$ cat config.mk
export PLATFORM = sky130hd
export DESIGN_NAME = seg_scan_driver
export DESIGN_NICKNAME = d
export VERILOG_FILES = /design/src/rtl/seg_scan_driver.sv
export SDC_FILE = /design/constraint.sdc
export NUM_CORES = 1
export LEC_CHECK = 0
export ABC_AREA = 1
export CORE_ASPECT_RATIO = 1.2
export CORE_MARGIN = 1.5
export CORE_UTILIZATION = 53
export CTS_BUF_LIST = sky130_fd_sc_hd__clkbuf_16
export CTS_CLUSTER_SIZE = 20
export DETAILED_ROUTE_END_ITERATION = 6
export MAX_ROUTING_LAYER = met4
export PLACE_DENSITY = 0.8
export SYNTH_ARGS = -nofsm -noshare
export SYNTH_HDL_FRONTEND = slang
export SYNTH_SLANG_ARGS = --single-unit
export TNS_END_PERCENT = 1
$ cat constraint.sdc
create_clock -name clk -period 1.91 [get_ports clk]
set_clock_uncertainty 0.05 [all_clocks]
set_input_delay 0.191 -clock clk [delete_from_list [all_inputs] [get_ports clk]]
set_output_delay 0.191 -clock clk [all_outputs]
set_load 0.01 [all_outputs]
$ cat src/rtl/seg_scan_driver.sv
// Eight-digit seven-segment scan driver. Each frame it latches a coherent
// snapshot of the digit patterns and masks. It then scans one digit per slot,
// with a dark guard interval at the start of each slot and per-digit
// blank/blink gating. All outputs are registered.
module seg_scan_driver #(
  parameter int unsigned CLK_HZ       = 100_000_000,
  parameter int unsigned SCAN_HZ      = 1000,
  parameter int unsigned GUARD        = 2,
  parameter int unsigned BLINK_FRAMES = 63
) (
  input  logic       clk,
  input  logic       reset,
  input  logic       enable,
  input  logic [7:0] data7,
  input  logic [7:0] data6,
  input  logic [7:0] data5,
  input  logic [7:0] data4,
  input  logic [7:0] data3,
  input  logic [7:0] data2,
  input  logic [7:0] data1,
  input  logic [7:0] data0,
  input  logic [7:0] blank_mask,
  input  logic [7:0] blink_mask,
  output logic [7:0] an,
  output logic [7:0] seg_hi,
  output logic [7:0] seg_lo,
  output logic       frame_tick
);

  localparam int unsigned Div = CLK_HZ / SCAN_HZ;
  localparam int unsigned PcW = $clog2(Div);
  localparam int unsigned FcW = (BLINK_FRAMES > 1) ? $clog2(BLINK_FRAMES) : 1;
  localparam logic [PcW-1:0] PcLast  = PcW'(Div - 1);
  localparam logic [PcW-1:0] PcGuard = PcW'(GUARD);
  localparam logic [FcW-1:0] FcLast  = FcW'(BLINK_FRAMES - 1);

  logic [PcW-1:0] pc_q, pc_d;
  logic [2:0]     idx_q, idx_d;
  logic [FcW-1:0] fc_q, fc_d;
  logic           phase_q, phase_d;
  logic           pend_q, pend_d;
  logic [7:0]     sh_q [8];
  logic [7:0]     sh_d [8];
  logic [7:0]     blank_q, blank_d;
  logic [7:0]     blink_q, blink_d;
  logic [7:0]     an_q, an_d;
  logic [7:0]     hi_q, hi_d;
  logic [7:0]     lo_q, lo_d;
  logic           ft_q, ft_d;

  logic [7:0] data_in [8];
  logic       slot_end, frame_end, load, visible;

  assign data_in[0] = data0;
  assign data_in[1] = data1;
  assign data_in[2] = data2;
  assign data_in[3] = data3;
  assign data_in[4] = data4;
  assign data_in[5] = data5;
  assign data_in[6] = data6;
  assign data_in[7] = data7;

  assign slot_end  = (pc_q == PcLast);
  assign frame_end = slot_end && (idx_q == 3'd7);
  // The snapshot load and the 7->0 wrap share an edge, so digit 0 of the
  // new frame is decoded from the fresh snapshot.
  assign load      = pend_q || frame_end;
  assign visible   = (pc_q >= PcGuard) && !blank_q[idx_q] && !(blink_q[idx_q] && phase_q);

  // Next-state for scan position, snapshot, blink phase and output decode.
  always_comb begin
    pc_d    = pc_q;
    idx_d   = idx_q;
    fc_d    = fc_q;
    phase_d = phase_q;
    pend_d  = pend_q;
    sh_d    = sh_q;
    blank_d = blank_q;
    blink_d = blink_q;
    an_d    = 8'h00;
    hi_d    = 8'h00;
    lo_d    = 8'h00;
    ft_d    = 1'b0;
    if (enable) begin
      if (visible) begin
        an_d = 8'h01 << idx_q;
        if (idx_q[2]) hi_d = sh_q[idx_q];
        else          lo_d = sh_q[idx_q];
      end
      ft_d = load;
      if (load) begin
        sh_d    = data_in;
        blank_d = blank_mask;
        blink_d = blink_mask;
        pend_d  = 1'b0;
      end
      if (slot_end) begin
        pc_d  = '0;
        idx_d = idx_q + 3'd1;
      end else begin
        pc_d = pc_q + PcW'(1);
      end
      if (frame_end) begin
        if (fc_q == FcLast) begin
          fc_d    = '0;
          phase_d = ~phase_q;
        end else begin
          fc_d = fc_q + FcW'(1);
        end
      end
    end else begin
      // Freeze the scan; a pending load refreshes the snapshot on re-enable.
      pc_d   = '0;
      pend_d = 1'b1;
    end
  end

  // State and output registers.
  always_ff @(posedge clk or negedge reset) begin
    if (!reset) begin
      pc_q    <= '0;
      idx_q   <= 3'd0;
      fc_q    <= '0;
      phase_q <= 1'b0;
      pend_q  <= 1'b1;
      sh_q    <= '{default: 8'h00};
      blank_q <= 8'h00;
      blink_q <= 8'h00;
      an_q    <= 8'h00;
      hi_q    <= 8'h00;
      lo_q    <= 8'h00;
      ft_q    <= 1'b0;
    end else begin
      pc_q    <= pc_d;
      idx_q   <= idx_d;
      fc_q    <= fc_d;
      phase_q <= phase_d;
      pend_q  <= pend_d;
      sh_q    <= sh_d;
      blank_q <= blank_d;
      blink_q <= blink_d;
      an_q    <= an_d;
      hi_q    <= hi_d;
      lo_q    <= lo_d;
      ft_q    <= ft_d;
    end
  end

  assign an         = an_q;
  assign seg_hi     = hi_q;
  assign seg_lo     = lo_q;
  assign frame_tick = ft_q;

endmodule
==> results.md <==
- DP Wirelength: between 10000 and 15000 um
- Antenna violations before repair: 0
- Placed cell count: 1006
- First-pass GRT wire length: 26200 um
- Final net count: 977
- Clock tree buffer depth: 2
- Worst Tran Pin Value: 0.415 ns
- CP cell instances: ha_2 -> nand2_2 -> nor2_4 -> inv_2 -> nor2_4 -> nand2_2 -> inv_4 -> nand2_8 -> nand2_8 -> buf_6 -> nand2_1 -> nand2_1
- Core Region: 11500 sq um
- Cts bufs inserted: 17
- Post-synth EDFFs: 0
- Share of power burned in registers: approximately 45%
- Min Tclk post-route: approximately 1.9 ns
- Final Non-Filler Cells: between 1000 and 1500
- Crit. End Element: flop
- Number of nets still failing antenna checks after routing: 0
- Post-Synthesis Cells: about 760
- Number of max-cap violations: 0
- Worst IR drop on VDD: 527 uV
- Crit Path Class: reg -> reg
- Complex-gate fraction of the synthesized area: under 10%
- Largest net degree at the start of global routing: 81
- Chip height: 122 um
- DR WL/cell: 16.7 um
- Psw: 1800 uW
- RR Endpoint: sh_q[30]
- I/O pin count: about 110
- PnR worst setup slack: 0.0253 ns
- Unrepaired setup endpoints after global routing: true
- Post-synthesis sequential area ratio: 53.7%
- Avg Cell Area, Syn: 8.20 sq um
- Setup crit start: pc_q[0]
- Status: finished clean
- Comb pwr share: 13.0%
- Count leader, synth: nand2_1
- Placer Congestion: 0.941
- Worst skew pair latency: 0.42 ns
- Synth cell count leaders: nand2_1 (253), dfrtp_1 (132), nand3_1 (111), nor2_1 (81), inv_1 (42)
- Synth Area in XOR/XNOR: 1.13%
- Crit path launch type: flop
- CTS Root Cell: clkbuf_16
- Placed instance area: between 7000 and 8000 sq um
- Reg2reg setup slack: ~0.025 ns
- Final critical-path share of the clock period: a little over nine tenths
- Power Total: 7190 uW
- WP data required: ~2.2 ns
- Hold Fails Final Rpt: 0
- Pins Over Slew Limit: 0
- DP Worst Slack: 0.0340 ns
- Total congestion overflow: 0
- Vias in the first global route: 5597
- Initial Utilization: between 50% and 60%
- First drt pass iteration count: 7
- YS warnings: 0
- Initial detailed-routing violation count: 731
- Die footprint: 12400 sq um
- Total GRT Usage: 28.2%
- Synth unique cells: 29
- Antenna diodes: 0
- Largest family of logic cells by synthesized area: simple AND/OR/NAND/NOR gates
- DR DRC count: 0
- Post-Synthesis Net Count: 849
- Async SR Flop Fraction: 100%
- Area Growth Syn to Fin: 35.2%
- Yosys top cell by area: dfrtp_1
- End of the critical path: sh_q[30]
- Max Clock Freq: 0.531 GHz
- Slowest CP cell: dfrtp_1
- Power Density: 857 nW/um^2
- Leakage: between 0.004 and 0.005 uW
- Seq cells post-synth: 133
- Vias per cell: 5.55
- Post-Synth Simple-Gate Area: 31.5%
- Dominant cells by area after synthesis: dfrtp_1 (53%), nand2_1 (15%), nand3_1 (9.0%)
- DRT Wirelength: 17600 um
- Hold Path Class: in -> async
- Main synth FF type: dfrtp_1
- Highest fanout seen on the critical path: 8
- Share of post-route cells with drive strength above 1: 9.74%
- Synthesized cell area: 6200 sq um
- Post-synthesis adder-cell area fraction: roughly 2%
- Vias: around 5800
- Final Instance Area: 8380 sq um
- Final setup vio count: 0
- Post-synth top area share: 53.3%
- Max H-tree Level: 4
- Worst EP arrival: 2.19 ns
- Switching Share: 25.1%
- Multiplexer area fraction after synthesis: 0%
- I/O Buffers: 107
- CTS tree: built
- Slowest cell delay on critical path: about 0.38 ns
- Internal: 5380 uW
- # rows: 43
- Sink Count: 133
- Clock share of power: 42.4%
- Die X: 102 um
- Final Core Density: 73.2%
- Clock-pin slew on the worst setup and hold paths: 0.06 ns
- Slew Limit Headroom: 72.2%
- Worst reg2reg path depth: 12
- Worst r2r src: pc_q[0]
flip-flops by register name, summed over array words and instances (netlist names), 3 cells and up:
signal and count:
sh_q 64, blank_q 8, an 8, pc_q 17, fc_q 6, idx_q 3
seg_hi 8, blink_q 8, seg_lo 8
per-stage QoR:
stage               hold slack, ns  setup TNS [ns]
floorplan                   -0.155               0
finish                       0.171               0
global route                 0.188           -1.54
global placement            0.0508               0
CTS                          0.175               0
detailed placement          0.0598               0
layout by cell type, fill, tap and decap left out, types with 2 or more instances in the layout:
| cell | instances |
|---|---|
| nand2_1 | 249 |
| dfrtp_1 | 132 |
| nand3_1 | 110 |
| clkdlybuf4s50_1 | 106 |
| nor2_1 | 78 |
| inv_1 | 42 |
| o21ai_0 | 23 |
| clkbuf_16 | 23 |
| buf_4 | 23 |
| a21oi_1 | 11 |
| ha_1 | 9 |
| o22ai_1 | 8 |
| a32o_1 | 8 |
| nand4_1 | 7 |
| xor2_1 | 7 |
| buf_12 | 5 |
| nor3_1 | 4 |
| nand2_2 | 4 |
| nor3b_1 | 4 |
| clkinv_2 | 4 |
| inv_2 | 3 |
| nand2_8 | 3 |
| clkinvlp_4 | 3 |
| buf_8 | 3 |
| nor2_2 | 2 |
| nor2_4 | 2 |
| o21a_1 | 2 |
| bufinv_16 | 2 |
| buf_6 | 2 |
area by class of cell:
| class | count | area, sq um |
|---|---|---|
| Fill cell | 805 | 3080 |
| Sequential cell | 133 | 3330 |
| Timing Repair Buffer | 147 | 1590 |
| Tap cell | 157 | 196 |
| Multi-Input combinational cell | 539 | 2550 |
| Clock inverter | 11 | 115 |
| Inverter | 46 | 175 |
| Clock buffer | 17 | 425 |
routing by layer:
metal / global-route usage (%) / up-vias / part of all wire (%)
li1: - / 2688 / -
met1: 34.8 / 2797 / 38
met2: 47.0 / 295 / 52
met3: 6.16 / 48 / 7.2
met4: 7.64 / 0 / 2.5
met5: - / - / 0
worst min-delay path by stage:
| stage | startpoint | end | slack, ns | cells after the start |
|---|---|---|---|---|
| final | reset | pc_q[7] | 0.17 | 2 |
| after global routing | reset | pc_q[10] | 0.19 | 2 |
| after CTS | reset | pc_q[10] | 0.17 | 2 |
| after detailed placement | reset | pc_q[10] | 0.06 | 1 |
| after global placement | reset | pc_q[10] | 0.05 | 1 |
| after floorplan | reset | an[0] | -0.15 | 0 |
repair_timing:
item | CTS | global route
buffers inserted | 0 | 6
hold endpoints to repair | 71 | 0
pin swaps | 0 | 6
cloned | 0 | 9
gates resized for setup | 1 | 20
endpoints found under the setup margin | 2 | 111
hold buffers | 1 | 0
worst max-delay path: cells and delay by family (launching register included):
kind                     cells  cell delay [ns]
AND/OR/NAND/NOR              8             0.86
buffers and inverters        3             0.31
adder cells (fa/ha/maj)      1             0.21
flip-flops                   1             0.38
power by group through the flow:
stage	Sequential, uW	Combinational [uW]	Clock [uW]
detailed placement	3240	870	0
floorplan	3210	458	0
global route	3220	1030	3210
CTS	3200	883	3060
finish	3210	935	3040
global placement	3230	847	0
kinds of logic (layout without fill, tap and decap cells):
family,after synthesis,after routing
adders and majority gates,10,10
buffers and inverters,86,221
DFF,133,133
xor gates and xnor gates,8,8
and+or+nand+nor,465,467
AOI/OAI and AO/OA,54,54
(Power assumes the default switching activity.)
